$ cat config.mk
export PLATFORM = sky130hd
export DESIGN_NAME = fx3_slave_fifo_responder_flat
export DESIGN_NICKNAME = d
export VERILOG_FILES = /design/src/rtl/slave_fifo_pkg.sv /design/src/rtl/fx3_slave_fifo_responder_if.sv /design/src/rtl/fx3_wr_socket.sv /design/src/rtl/fx3_slave_fifo_responder.sv /design/src/flat_wrapper.sv
export SDC_FILE = /design/constraint.sdc
export NUM_CORES = 1
export LEC_CHECK = 0
export BUFFER_PORTS_ARGS = -buffer_cell sky130_fd_sc_hd__clkbuf_2
export CAP_MARGIN = 20
export CELL_PAD_IN_SITES_DETAIL_PLACEMENT = 1
export CELL_PAD_IN_SITES_GLOBAL_PLACEMENT = 1
export CORE_ASPECT_RATIO = 0.7
export CORE_UTILIZATION = 40
export CTS_CLUSTER_DIAMETER = 80
export DETAILED_ROUTE_END_ITERATION = 6
export PLACE_DENSITY_LB_ADDON = 0.1
export SYNTH_ARGS = -nofsm -noshare
export SYNTH_HDL_FRONTEND = slang
export SYNTH_SLANG_ARGS = --single-unit
$ cat constraint.sdc
create_clock -name clk_100 -period 2.8 [get_ports clk_100]
set_input_delay 0.56 -clock clk_100 [delete_from_list [all_inputs] [get_ports clk_100]]
set_output_delay 0.56 -clock clk_100 [all_outputs]
set_load 0.005 [all_outputs]
$ cat src/rtl/slave_fifo_pkg.sv
// rtl/slave_fifo_pkg.sv - shared socket addresses, FSM state types and transfer modes for the FX3 slave FIFO
package slave_fifo_pkg;

    localparam logic [1:0] ADDR_READ  = 2'b00;
    localparam logic [1:0] ADDR_WRITE = 2'b01;

    typedef enum logic { W_FILL, W_DRAIN } wr_state_t;
    typedef enum logic { R_REFILL, R_AVAIL } rd_state_t;

    typedef enum logic [2:0] {
        MODE_PARTIAL,
        MODE_ZLP,
        MODE_STREAM_IN,
        MODE_STREAM_OUT,
        MODE_LOOPBACK
    } xfer_mode_t;

    // A strobe counts only when the chip is selected and the socket address matches.
    function automatic logic strobe_hit(input logic cs_n, input logic strobe_n,
                                        input logic [1:0] faddr, input logic [1:0] want);
        return ~cs_n & ~strobe_n & (faddr == want);
    endfunction

endpackage

$ cat src/rtl/fx3_slave_fifo_responder_if.sv
// rtl/fx3_slave_fifo_responder_if.sv - slave FIFO bus between the FPGA master and the FX3 responder
interface fx3_slave_fifo_responder_if;

    logic        slcs_;
    logic        slwr_;
    logic        slrd_;
    logic        sloe_;
    logic        pktend_;
    logic [1:0]  faddr;
    logic [31:0] fdata_i;
    logic [31:0] fdata_o;
    logic        fdata_oe;
    logic        flaga;
    logic        flagb;
    logic        flagc;
    logic        flagd;

    modport master (
        output slcs_, slwr_, slrd_, sloe_, pktend_, faddr, fdata_i,
        input  fdata_o, fdata_oe, flaga, flagb, flagc, flagd
    );

    modport slave (
        input  slcs_, slwr_, slrd_, sloe_, pktend_, faddr, fdata_i,
        output fdata_o, fdata_oe, flaga, flagb, flagc, flagd
    );

endinterface

$ cat src/rtl/fx3_wr_socket.sv
// rtl/fx3_wr_socket.sv - FX3 write socket: fill/commit/drain FSM with word echo and packet report
module fx3_wr_socket
    import slave_fifo_pkg::*;
#(
    parameter  int BUF_WORDS    = 16,
    parameter  int WMARK        = 4,
    parameter  int DRAIN_CYCLES = 32,
    localparam int CW           = $clog2(BUF_WORDS + 1)
) (
    input  logic          clk_100,
    input  logic          reset_,
    input  logic          wr_hit,
    input  logic          pe_hit,
    input  logic [31:0]   wr_word,
    output logic          flaga,
    output logic          flagb,
    output logic          wr_data_valid,
    output logic [31:0]   wr_data,
    output logic          pkt_done,
    output logic [CW-1:0] pkt_len,
    output logic          overflow
);

    localparam int            DW            = $clog2(DRAIN_CYCLES + 1);
    localparam logic [CW-1:0] FULL          = CW'(BUF_WORDS);
    localparam logic [CW-1:0] PARTIAL_LIMIT = CW'(BUF_WORDS - WMARK);

    wr_state_t     state, state_n;
    logic [CW-1:0] wcount, wcount_n, final_len;
    logic [DW-1:0] dcnt, dcnt_n;
    logic          accept, commit, drop;
    logic          hold_v;
    logic [31:0]   hold_d;
    logic          commit_q;
    logic [CW-1:0] len_q;

    // Socket state, word count and drain countdown.
    always_ff @(posedge clk_100 or negedge reset_) begin
        if (!reset_) begin
            state  <= W_FILL;
            wcount <= '0;
            dcnt   <= '0;
        end else begin
            state  <= state_n;
            wcount <= wcount_n;
            dcnt   <= dcnt_n;
        end
    end

    // Fill until full or pktend (same-cycle word included), then hold off the master while draining.
    always_comb begin
        state_n   = state;
        wcount_n  = wcount;
        dcnt_n    = dcnt;
        final_len = wcount;
        accept    = 1'b0;
        commit    = 1'b0;
        drop      = 1'b0;
        case (state)
            W_FILL: begin
                if (wr_hit) begin
                    accept    = 1'b1;
                    final_len = wcount + 1'b1;
                end
                wcount_n = final_len;
                if (pe_hit || final_len == FULL) begin
                    commit  = 1'b1;
                    state_n = W_DRAIN;
                    dcnt_n  = DW'(DRAIN_CYCLES - 1);
                end
            end
            W_DRAIN: begin
                drop = wr_hit | pe_hit;
                if (dcnt == '0) begin
                    state_n  = W_FILL;
                    wcount_n = '0;
                end else begin
                    dcnt_n = dcnt - 1'b1;
                end
            end
        endcase
    end

    // Echo and packet report go through one holding stage so they land a cycle after the accepting edge.
    always_ff @(posedge clk_100 or negedge reset_) begin
        if (!reset_) begin
            hold_v        <= 1'b0;
            hold_d        <= '0;
            wr_data_valid <= 1'b0;
            wr_data       <= '0;
            commit_q      <= 1'b0;
            len_q         <= '0;
            pkt_done      <= 1'b0;
            pkt_len       <= '0;
            flaga         <= 1'b0;
            flagb         <= 1'b0;
            overflow      <= 1'b0;
        end else begin
            hold_v        <= accept;
            if (accept) hold_d <= wr_word;
            wr_data_valid <= hold_v;
            if (hold_v) wr_data <= hold_d;
            commit_q      <= commit;
            if (commit) len_q <= final_len;
            pkt_done      <= commit_q;
            if (commit_q) pkt_len <= len_q;
            flaga         <= (state == W_FILL);
            flagb         <= (state == W_FILL) && (wcount < PARTIAL_LIMIT);
            if (drop) overflow <= 1'b1;
        end
    end

endmodule

$ cat src/rtl/fx3_slave_fifo_responder.sv
// rtl/fx3_slave_fifo_responder.sv - FX3 side of the 2-bit-address synchronous slave FIFO for closed-loop tests
module fx3_slave_fifo_responder
    import slave_fifo_pkg::*;
#(
    parameter  int BUF_WORDS     = 16,
    parameter  int WMARK         = 4,
    parameter  int DRAIN_CYCLES  = 32,
    parameter  int REFILL_CYCLES = 32,
    localparam int CW            = $clog2(BUF_WORDS + 1)
) (
    input  logic                     clk_100,
    input  logic                     reset_,
    fx3_slave_fifo_responder_if.slave bus,
    output logic                     wr_data_valid,
    output logic [31:0]              wr_data,
    output logic                     pkt_done,
    output logic [CW-1:0]            pkt_len,
    output logic                     overflow,
    output logic                     underflow
);

    localparam int            RW   = $clog2(REFILL_CYCLES + 1);
    localparam logic [CW-1:0] FULL = CW'(BUF_WORDS);

    logic          wr_hit, rd_hit, pe_hit;
    logic          flaga_w, flagb_w;
    rd_state_t     rstate, rstate_n;
    logic [CW-1:0] rcount, rcount_n;
    logic [RW-1:0] rtimer, rtimer_n;
    logic [31:0]   pattern, pattern_n, issue_val;
    logic          issue, starve;
    logic [31:0]   issue_q, pipe_q, fdata_q;
    logic          flagc_q, flagd_q;

    assign wr_hit = strobe_hit(bus.slcs_, bus.slwr_,   bus.faddr, ADDR_WRITE);
    assign pe_hit = strobe_hit(bus.slcs_, bus.pktend_, bus.faddr, ADDR_WRITE);
    assign rd_hit = strobe_hit(bus.slcs_, bus.slrd_,   bus.faddr, ADDR_READ);

    assign bus.fdata_oe = strobe_hit(bus.slcs_, bus.sloe_, bus.faddr, ADDR_READ);
    assign bus.fdata_o  = fdata_q;
    assign bus.flaga    = flaga_w;
    assign bus.flagb    = flagb_w;
    assign bus.flagc    = flagc_q;
    assign bus.flagd    = flagd_q;

    fx3_wr_socket #(
        .BUF_WORDS    (BUF_WORDS),
        .WMARK        (WMARK),
        .DRAIN_CYCLES (DRAIN_CYCLES)
    ) u_wr_socket (
        .clk_100       (clk_100),
        .reset_        (reset_),
        .wr_hit        (wr_hit),
        .pe_hit        (pe_hit),
        .wr_word       (bus.fdata_i),
        .flaga         (flaga_w),
        .flagb         (flagb_w),
        .wr_data_valid (wr_data_valid),
        .wr_data       (wr_data),
        .pkt_done      (pkt_done),
        .pkt_len       (pkt_len),
        .overflow      (overflow)
    );

    // Read socket state, remaining words, refill countdown and the free-running pattern.
    always_ff @(posedge clk_100 or negedge reset_) begin
        if (!reset_) begin
            rstate  <= R_REFILL;
            rcount  <= '0;
            rtimer  <= RW'(REFILL_CYCLES - 1);
            pattern <= '0;
        end else begin
            rstate  <= rstate_n;
            rcount  <= rcount_n;
            rtimer  <= rtimer_n;
            pattern <= pattern_n;
        end
    end

    // Serve pattern words while a buffer is available; a read while refilling returns zero and is flagged.
    always_comb begin
        rstate_n  = rstate;
        rcount_n  = rcount;
        rtimer_n  = rtimer;
        pattern_n = pattern;
        issue     = 1'b0;
        issue_val = '0;
        starve    = 1'b0;
        case (rstate)
            R_REFILL: begin
                if (rd_hit) begin
                    issue  = 1'b1;
                    starve = 1'b1;
                end
                if (rtimer == '0) begin
                    rstate_n = R_AVAIL;
                    rcount_n = FULL;
                end else begin
                    rtimer_n = rtimer - 1'b1;
                end
            end
            R_AVAIL: begin
                if (rd_hit) begin
                    issue     = 1'b1;
                    issue_val = pattern;
                    pattern_n = pattern + 32'd1;
                    rcount_n  = rcount - 1'b1;
                    if (rcount == CW'(1)) begin
                        rstate_n = R_REFILL;
                        rtimer_n = RW'(REFILL_CYCLES - 1);
                    end
                end
            end
        endcase
    end

    // Issue register plus two pipeline stages; fdata_o shows the word two edges after it was issued.
    always_ff @(posedge clk_100 or negedge reset_) begin
        if (!reset_) begin
            issue_q   <= '0;
            pipe_q    <= '0;
            fdata_q   <= '0;
            flagc_q   <= 1'b0;
            flagd_q   <= 1'b0;
            underflow <= 1'b0;
        end else begin
            if (issue) issue_q <= issue_val;
            pipe_q    <= issue_q;
            fdata_q   <= pipe_q;
            flagc_q   <= (rstate == R_AVAIL);
            flagd_q   <= (rstate == R_AVAIL) && (rcount > CW'(WMARK));
            if (starve) underflow <= 1'b1;
        end
    end

endmodule

$ cat src/flat_wrapper.sv
// flat-port wrapper written by rule: the top's interface ports become plain ports
module fx3_slave_fifo_responder_flat import slave_fifo_pkg::*;
#(
    parameter  int BUF_WORDS     = 16,
    parameter  int WMARK         = 4,
    parameter  int DRAIN_CYCLES  = 32,
    parameter  int REFILL_CYCLES = 32,
    localparam int CW            = $clog2(BUF_WORDS + 1)
)
  (clk_100, reset_, wr_data_valid, wr_data, pkt_done, pkt_len, overflow, underflow, bus_slcs_, bus_slwr_, bus_slrd_, bus_sloe_, bus_pktend_, bus_faddr, bus_fdata_i, bus_fdata_o, bus_fdata_oe, bus_flaga, bus_flagb, bus_flagc, bus_flagd);
  fx3_slave_fifo_responder_if bus_i ();
  input  logic clk_100;
  input  logic reset_;
  output logic wr_data_valid;
  output logic [31:0] wr_data;
  output logic pkt_done;
  output logic [CW-1:0] pkt_len;
  output logic overflow;
  output logic underflow;
  input wire logic [$bits(bus_i.slcs_)-1:0] bus_slcs_;
  input wire logic [$bits(bus_i.slwr_)-1:0] bus_slwr_;
  input wire logic [$bits(bus_i.slrd_)-1:0] bus_slrd_;
  input wire logic [$bits(bus_i.sloe_)-1:0] bus_sloe_;
  input wire logic [$bits(bus_i.pktend_)-1:0] bus_pktend_;
  input wire logic [$bits(bus_i.faddr)-1:0] bus_faddr;
  input wire logic [$bits(bus_i.fdata_i)-1:0] bus_fdata_i;
  output wire logic [$bits(bus_i.fdata_o)-1:0] bus_fdata_o;
  output wire logic [$bits(bus_i.fdata_oe)-1:0] bus_fdata_oe;
  output wire logic [$bits(bus_i.flaga)-1:0] bus_flaga;
  output wire logic [$bits(bus_i.flagb)-1:0] bus_flagb;
  output wire logic [$bits(bus_i.flagc)-1:0] bus_flagc;
  output wire logic [$bits(bus_i.flagd)-1:0] bus_flagd;
  assign bus_i.slcs_ = bus_slcs_;
  assign bus_i.slwr_ = bus_slwr_;
  assign bus_i.slrd_ = bus_slrd_;
  assign bus_i.sloe_ = bus_sloe_;
  assign bus_i.pktend_ = bus_pktend_;
  assign bus_i.faddr = bus_faddr;
  assign bus_i.fdata_i = bus_fdata_i;
  assign bus_fdata_o = bus_i.fdata_o;
  assign bus_fdata_oe = bus_i.fdata_oe;
  assign bus_flaga = bus_i.flaga;
  assign bus_flagb = bus_i.flagb;
  assign bus_flagc = bus_i.flagc;
  assign bus_flagd = bus_i.flagd;
  fx3_slave_fifo_responder #(.BUF_WORDS(BUF_WORDS), .WMARK(WMARK), .DRAIN_CYCLES(DRAIN_CYCLES), .REFILL_CYCLES(REFILL_CYCLES)) u_core (.clk_100(clk_100), .reset_(reset_), .bus(bus_i), .wr_data_valid(wr_data_valid), .wr_data(wr_data), .pkt_done(pkt_done), .pkt_len(pkt_len), .overflow(overflow), .underflow(underflow));
endmodule
* Yosys cells after proc, flatten, opt, wreduce, memory -nomap -nowiden
Cells that the tools add are included.
** Word-level totals
- Register bits :: 236
- Memory bits (read-only) :: 0
- Input port bits :: 41
- Memory bits (writable) :: 0
- Memories kept :: 0
- Output and inout port bits :: 78
- Logic and storage cells :: 97
- Latch bits :: 0
** Operators by class
- Magnitude comparators :: 2
- Multiplexer cells :: 30
- Reductions and logical operators :: 10
- Equality and inequality tests :: 10
- Add/sub/neg operators :: 5
- Bitwise logic cells :: 16
- Shifts and indexed selects :: 0
- $mul :: 0
- Divide/modulo/power cells :: 0
** Operator list (number)
- 32-bit 2-to-1 mux :: 2
- 32-bit by 1-bit adder with 32-bit output, second input constant :: 1
- 5-bit 2-to-1 mux :: 6
- 6-bit 2-to-1 mux :: 5
- 6-bit one-hot mux with 2 select lines :: 2
- 5-bit one-hot mux with 2 select lines :: 2
- 6-bit zero test :: 2
- 6-bit by 1-bit subtractor with 6-bit output, second input constant :: 2
- 1-bit 2-to-1 mux :: 11
- 1-bit bitwise AND :: 8
- 2-bit != test, second input constant :: 4
- 1-bit NOT :: 7
- 2-bit by 1-bit != test with 1-bit output, second input constant :: 3
- 2-bit AND reduction :: 3
- 5-bit by 1-bit adder with 5-bit output, second input constant :: 1
- 5-bit by 1-bit == test with 1-bit output, second input constant :: 1
- 5-bit == test, second input constant :: 1
- 5-bit by 3-bit greater-than comparator with 1-bit output, second input constant :: 1
- 5-bit by 4-bit < comparator with 1-bit output, second input constant :: 1
- 5-bit by 1-bit subtractor with 5-bit output, second input constant :: 1
- 1-bit one-hot mux with 2 select lines :: 2
- 3-bit AND reduction :: 1
- 2-bit by 1-bit == test with 1-bit output, second input constant :: 1
- 1-bit logical AND :: 2
- 3 further kinds :: 3

* Depth between registers and ports, before layout
- Word-level depth :: 9
- Mapped depth :: 8
- Gate-level depth less buffers :: 7

* Modules after synthesis
A second synthesis with hierarchy kept.
** Unflattened totals
- Cells, all modules :: 657
- Area, all modules :: 8777.2 sq um
** By module, submodules not included
- fx3_slave_fifo_responder :: area an instance 5104.9 sq um, cells an instance 414, instances 1, sequential area each 3584.7 sq um
- fx3_wr_socket :: area an instance 3672.3 sq um, cells an instance 243, instances 1, sequential area each 2327.2 sq um

* Worst setup path after synthesis
Ideal clock, no wire load.
- Path type :: input to register
- From :: input port bus_faddr[1]
- To :: register u_core.u_wr_socket.len_q[0]
- Arrival :: 2340 ps
- Slack :: 335 ps
- Required time :: 2675 ps
- Buffers on the path :: 3
- Setup time :: 125 ps
- Stages :: 8
- Cell sequence :: buf_6 -> or4b_1 -> buf_2 -> nor4b_4 -> or3_1 -> o2111a_1 -> buf_6 -> mux2_4
** Between the ends
- Word-level cells in the longest chain between the ends :: 8
- Elaborated cells between the ends (all ways) :: 10
- Classes of those cells :: eq/ne: 2; mux: 5; bitwise: 2; reduce/logical: 1
** RTL lines
- from (decl) :: line flat_wrapper.sv:25 : input wire logic [$bits(bus_i.faddr)-1:0] bus_faddr;
- 2-bit by 1-bit == test with 1-bit output * :: line slave_fifo_pkg.sv:21 : return ~cs_n & ~strobe_n & (faddr == want);
- 1-bit bitwise AND :: line slave_fifo_pkg.sv:21
- 5-bit 2-to-1 mux :: line fx3_wr_socket.sv:61 : if (wr_hit) begin
- 5-bit 2-to-1 mux :: line fx3_wr_socket.sv:59 : case (state)
- 5-bit == test :: line fx3_wr_socket.sv:66 : if (pe_hit || final_len == FULL) begin
- 1-bit logical OR * :: line fx3_wr_socket.sv:66
- 1-bit 2-to-1 mux * :: line fx3_wr_socket.sv:66
- 1-bit 2-to-1 mux * :: line fx3_wr_socket.sv:59
- via u_core.u_wr_socket.commit :: line fx3_wr_socket.sv:31 : logic accept, commit, drop;
- to (signal assigned) :: line fx3_wr_socket.sv:104 : if (commit) len_q <= final_len;
- to (decl) :: line fx3_wr_socket.sv:35 : logic [CW-1:0] len_q;
Mark *: on every way through the listed nets, which the timed path passes. The rest lies on a longest branch. The select of a mux whose other input is x is not followed.
A chain may end at the register's enable or synchronous reset.

* Final worst setup path
- From :: register u_core.u_wr_socket.dcnt[0]
- To :: register u_core.u_wr_socket.wcount[0]
** Between the ends
- Word-level cells in the longest chain between the ends :: 2
** RTL lines
- from (decl) :: line fx3_wr_socket.sv:30 : logic [DW-1:0] dcnt, dcnt_n;
- from (signal assigned) :: line fx3_wr_socket.sv:46 : dcnt <= dcnt_n;
- 6-bit zero test :: line fx3_wr_socket.sv:74 : if (dcnt == '0) begin
- 2-bit by 1-bit != test with 1-bit output (no line)
- to (signal assigned) :: line fx3_wr_socket.sv:45 : wcount <= wcount_n;
- to (decl) :: line fx3_wr_socket.sv:29 : logic [CW-1:0] wcount, wcount_n, final_len;
Every way passes these cells.

==> flow_summary.toml <==
[setup_path]
slowest_delay_ns = 0.64
required_ns = 3.19
rrSetupSlack_ns = 0.28
startpoint = "u_core.u_wr_socket.dcnt[0]"
critical_path_class = "register to register"
slowest_stage = "or4b_2"
crit_chain = "inv_1 > ha_1 > or4b_2 > o21ai_0 > o21ai_0 > mux2_2"
rr_worst_depth = 6
path_common_cell = "o21ai_0"
path_max_fanout = 4
worstSetupEndpoint = "u_core.u_wr_socket.wcount[0]"
cp-end-kind = "register"
startpoint_type = "register"
r2r_start = "u_core.u_wr_socket.dcnt[0]"
crit_arrival_ns = 2.91
r2r_end = "u_core.u_wr_socket.wcount[0]"

[sta]
fin_setup_tns_ns = 0
fin_skew_ns = 0.0155
max_freq_mhz = 397
setup_viol = 0
fin_crit_ns = 2.52
slew_headroom_pct = 57.5
whs_ns = 0.0470
period_share_pct = 90.0
rsz0062_at_grt = "false"
hold_violations = 0
worstMarginPinSlew_ns = 0.638
slew_violations = 0

[drt]
via_per_inst = 5.02
routed_wl_um = 18500
detail-route-antenna-nets = 0
drc_errors = 32
first_iter_violations = 248
first_pass_iters = 6
post_drt_wl_per_cell_um = 16.9
vias = 5486

[synth]
yosys.area.top_type = "dfrtp_1"
synth-seq-cells = 236
syn_inst = 667
synth_edf_count = 0
synth_cell_type_count = 58
synthFlopType = "dfrtp_1"
yosysWarnings = 0
syn_area_um2 = 8780
synth_top_area_share_pct = 65.8
yosysSeqAreaShare_pct = 67.3
synth_area_per_cell_um2 = 13.2
synth_fp_nets = 715
synth_top_cells_by_area = "dfrtp_1, mux2_2, nand2_1"
async_flop_share_pct = 100

[final_layout]
antenna_cells = 0
final_nets = 849
fin_cells = 1092
drive_gt1_share_pct = 32.0
final_cell_mix = "dfrtp_1, clkbuf_2, nand2_1, mux2_2, nand3_1"
fill_cells = 2190
final_common_cell = "dfrtp_1"
fin_util_pct = 50.0
multi_input_area_um2 = 2720
seq_area_um2 = 5910
syn_to_final_growth_pct = 20.3

[cts]
clkSlewWorstSetupHoldPaths_ns = 0.07
cts_inserted_buffers = 23
clock-root-buffer = "clkbuf_16"
htreeDepth = 1
cts.sinks = 236
clk_latency_ns = 0.50
cts_tree = "yes"
clockBufferDepth = 3
cts_hold_buf = 0
cts_resized = 0
post-cts-setup-buffers = 0

[run_status]
outcome = "complete, but fails checks"
failed_checks = "design-rule violations"

[floorplan]
initial_core_util_pct = 41.5
dieArea_um2 = 22600
core_um2 = 21100
dieWidth_um = 179
io-pin-count = 119
num_rows = 44
die-height_um = 126

[place]
dp_hpwl_um = 12700
io_buffers = 118
dp_cells = 1052
gp_congestion = 0.807

[global_route]
antenna_found_initial = 0
grt_pass1_wl_um = 31100
grt_use_total_pct = 17.1
grt_overflow = 0
grt_pass1_vias = 5943
grt_max_degree = 82

[power_and_ir_drop]
power.total_mw = 9.51
p_leak_nw = 5.28
ir_drop_mv = 0.395
cellPowerDensity_nw_per_um2 = 900

[hold_path]
hold_path.class = "primary input to async pin"

[run]
drv_cap = 0
[metrics by stage]
stage	worst slack (ns)	instance area, um^2
after floorplan	0.335	8780
after global placement	0.234	9790
after detailed placement	0.140	9790
after CTS	0.269	10600
after global routing	0.103	10600
final	0.280	10600
[cells in the mapped netlist (2+ instances only)]
| cell | count |
|---|---|
| a21oi_1 | 4 |
| a22o_1 | 2 |
| and2_1 | 2 |
| and3_1 | 9 |
| and4_1 | 3 |
| buf_1 | 3 |
| buf_2 | 5 |
| buf_6 | 2 |
| clkbuf_1 | 17 |
| dfrtp_1 | 231 |
| dfstp_2 | 5 |
| ha_1 | 7 |
| inv_1 | 9 |
| mux2_2 | 70 |
| mux2_4 | 3 |
| nand2_1 | 105 |
| nand2b_1 | 3 |
| nand3_1 | 42 |
| nand4_1 | 13 |
| nand4b_1 | 2 |
| nor2_1 | 19 |
| nor3_1 | 15 |
| nor4b_4 | 2 |
| o211ai_1 | 3 |
| o21a_1 | 2 |
| o21ai_0 | 15 |
| o31a_1 | 2 |
| o31ai_1 | 2 |
| or3_1 | 2 |
| or4b_2 | 2 |
| xnor2_1 | 21 |
| xor2_1 | 19 |
[how the worst min path moves through the flow]
stage	start	endpoint	slack (ns)
floorplan	reset_	u_core.bus.fdata_o[0]	0.26
global placement	u_core.pipe_q[13]	u_core.bus.fdata_o[13]	0.33
detailed placement	u_core.pipe_q[27]	u_core.bus.fdata_o[27]	0.34
CTS	reset_	u_core.rstate	0.06
global route	reset_	u_core.pipe_q[2]	0.08
finish	reset_	u_core.bus.fdata_o[0]	0.05
[flip-flops by register name (all words and copies together) (netlist names), 5 cells and up]
name / count
u_core.bus.fdata_o: 32
u_core.issue_q: 32
u_core.pattern: 32
u_core.pipe_q: 32
u_core.u_wr_socket.hold_d: 32
u_core.u_wr_socket.wr_data: 32
u_core.rtimer: 6
u_core.u_wr_socket.dcnt: 6
u_core.rcount: 5
u_core.u_wr_socket.len_q: 5
u_core.u_wr_socket.pkt_len: 5
u_core.u_wr_socket.wcount: 5
[cell type report]
cell class / instances / share of cell area (%)
Sequential cell: 236 / 56.0
Multi-Input combinational cell: 394 / 25.8
Timing Repair Buffer: 136 / 7.32
Clock buffer: 34 / 6.50
Tap cell: 276 / 3.27
Clock inverter: 6 / 0.794
Inverter: 10 / 0.355
[logic make-up (layout without fill, tap and decap cells)]
| logic type | after synthesis | in the layout | share of synthesized area [%] |
|---|---|---|---|
| AOI/OAI and AO/OA | 42 | 42 | 3.23 |
| xor gates and xnor gates | 40 | 40 | 3.99 |
| and+or+nand+nor | 231 | 231 | 13.0 |
| DFF | 236 | 236 | 67.3 |
| muxes | 74 | 74 | 9.60 |
| buffers and inverters | 37 | 186 | 1.82 |
| adders and majority gates | 7 | 7 | 0.997 |
[layer usage]
layer | track usage [%] | vias up | wire length, um
li1 | - | 2556 | -
met1 | 24.9 | 2802 | 8770
met2 | 26.6 | 104 | 8350
met3 | 3.17 | 24 | 1010
met4 | 3.66 | 0 | 345
met5 | 0 | - | 0
[critical path: cells and delay by family, from the launching register on]
| kind | cells | cell delay [ns] |
|---|---|---|
| flops | 1 | 0.43 |
| compound gates | 2 | 0.72 |
| buf+inv | 1 | 0.08 |
| mux | 1 | 0.33 |
| simple gates | 1 | 0.64 |
| fa+ha+maj | 1 | 0.21 |
[power breakdown]
group          switching [mW]  total, mW  internal [mW]  leakage, nW
Sequential              0.466       4.64           4.18         3.12
Combinational           0.844       1.75          0.903         1.78
Clock                    1.24       3.12           1.88        0.383
No activity file was read; power rests on OpenSTA's default activity.
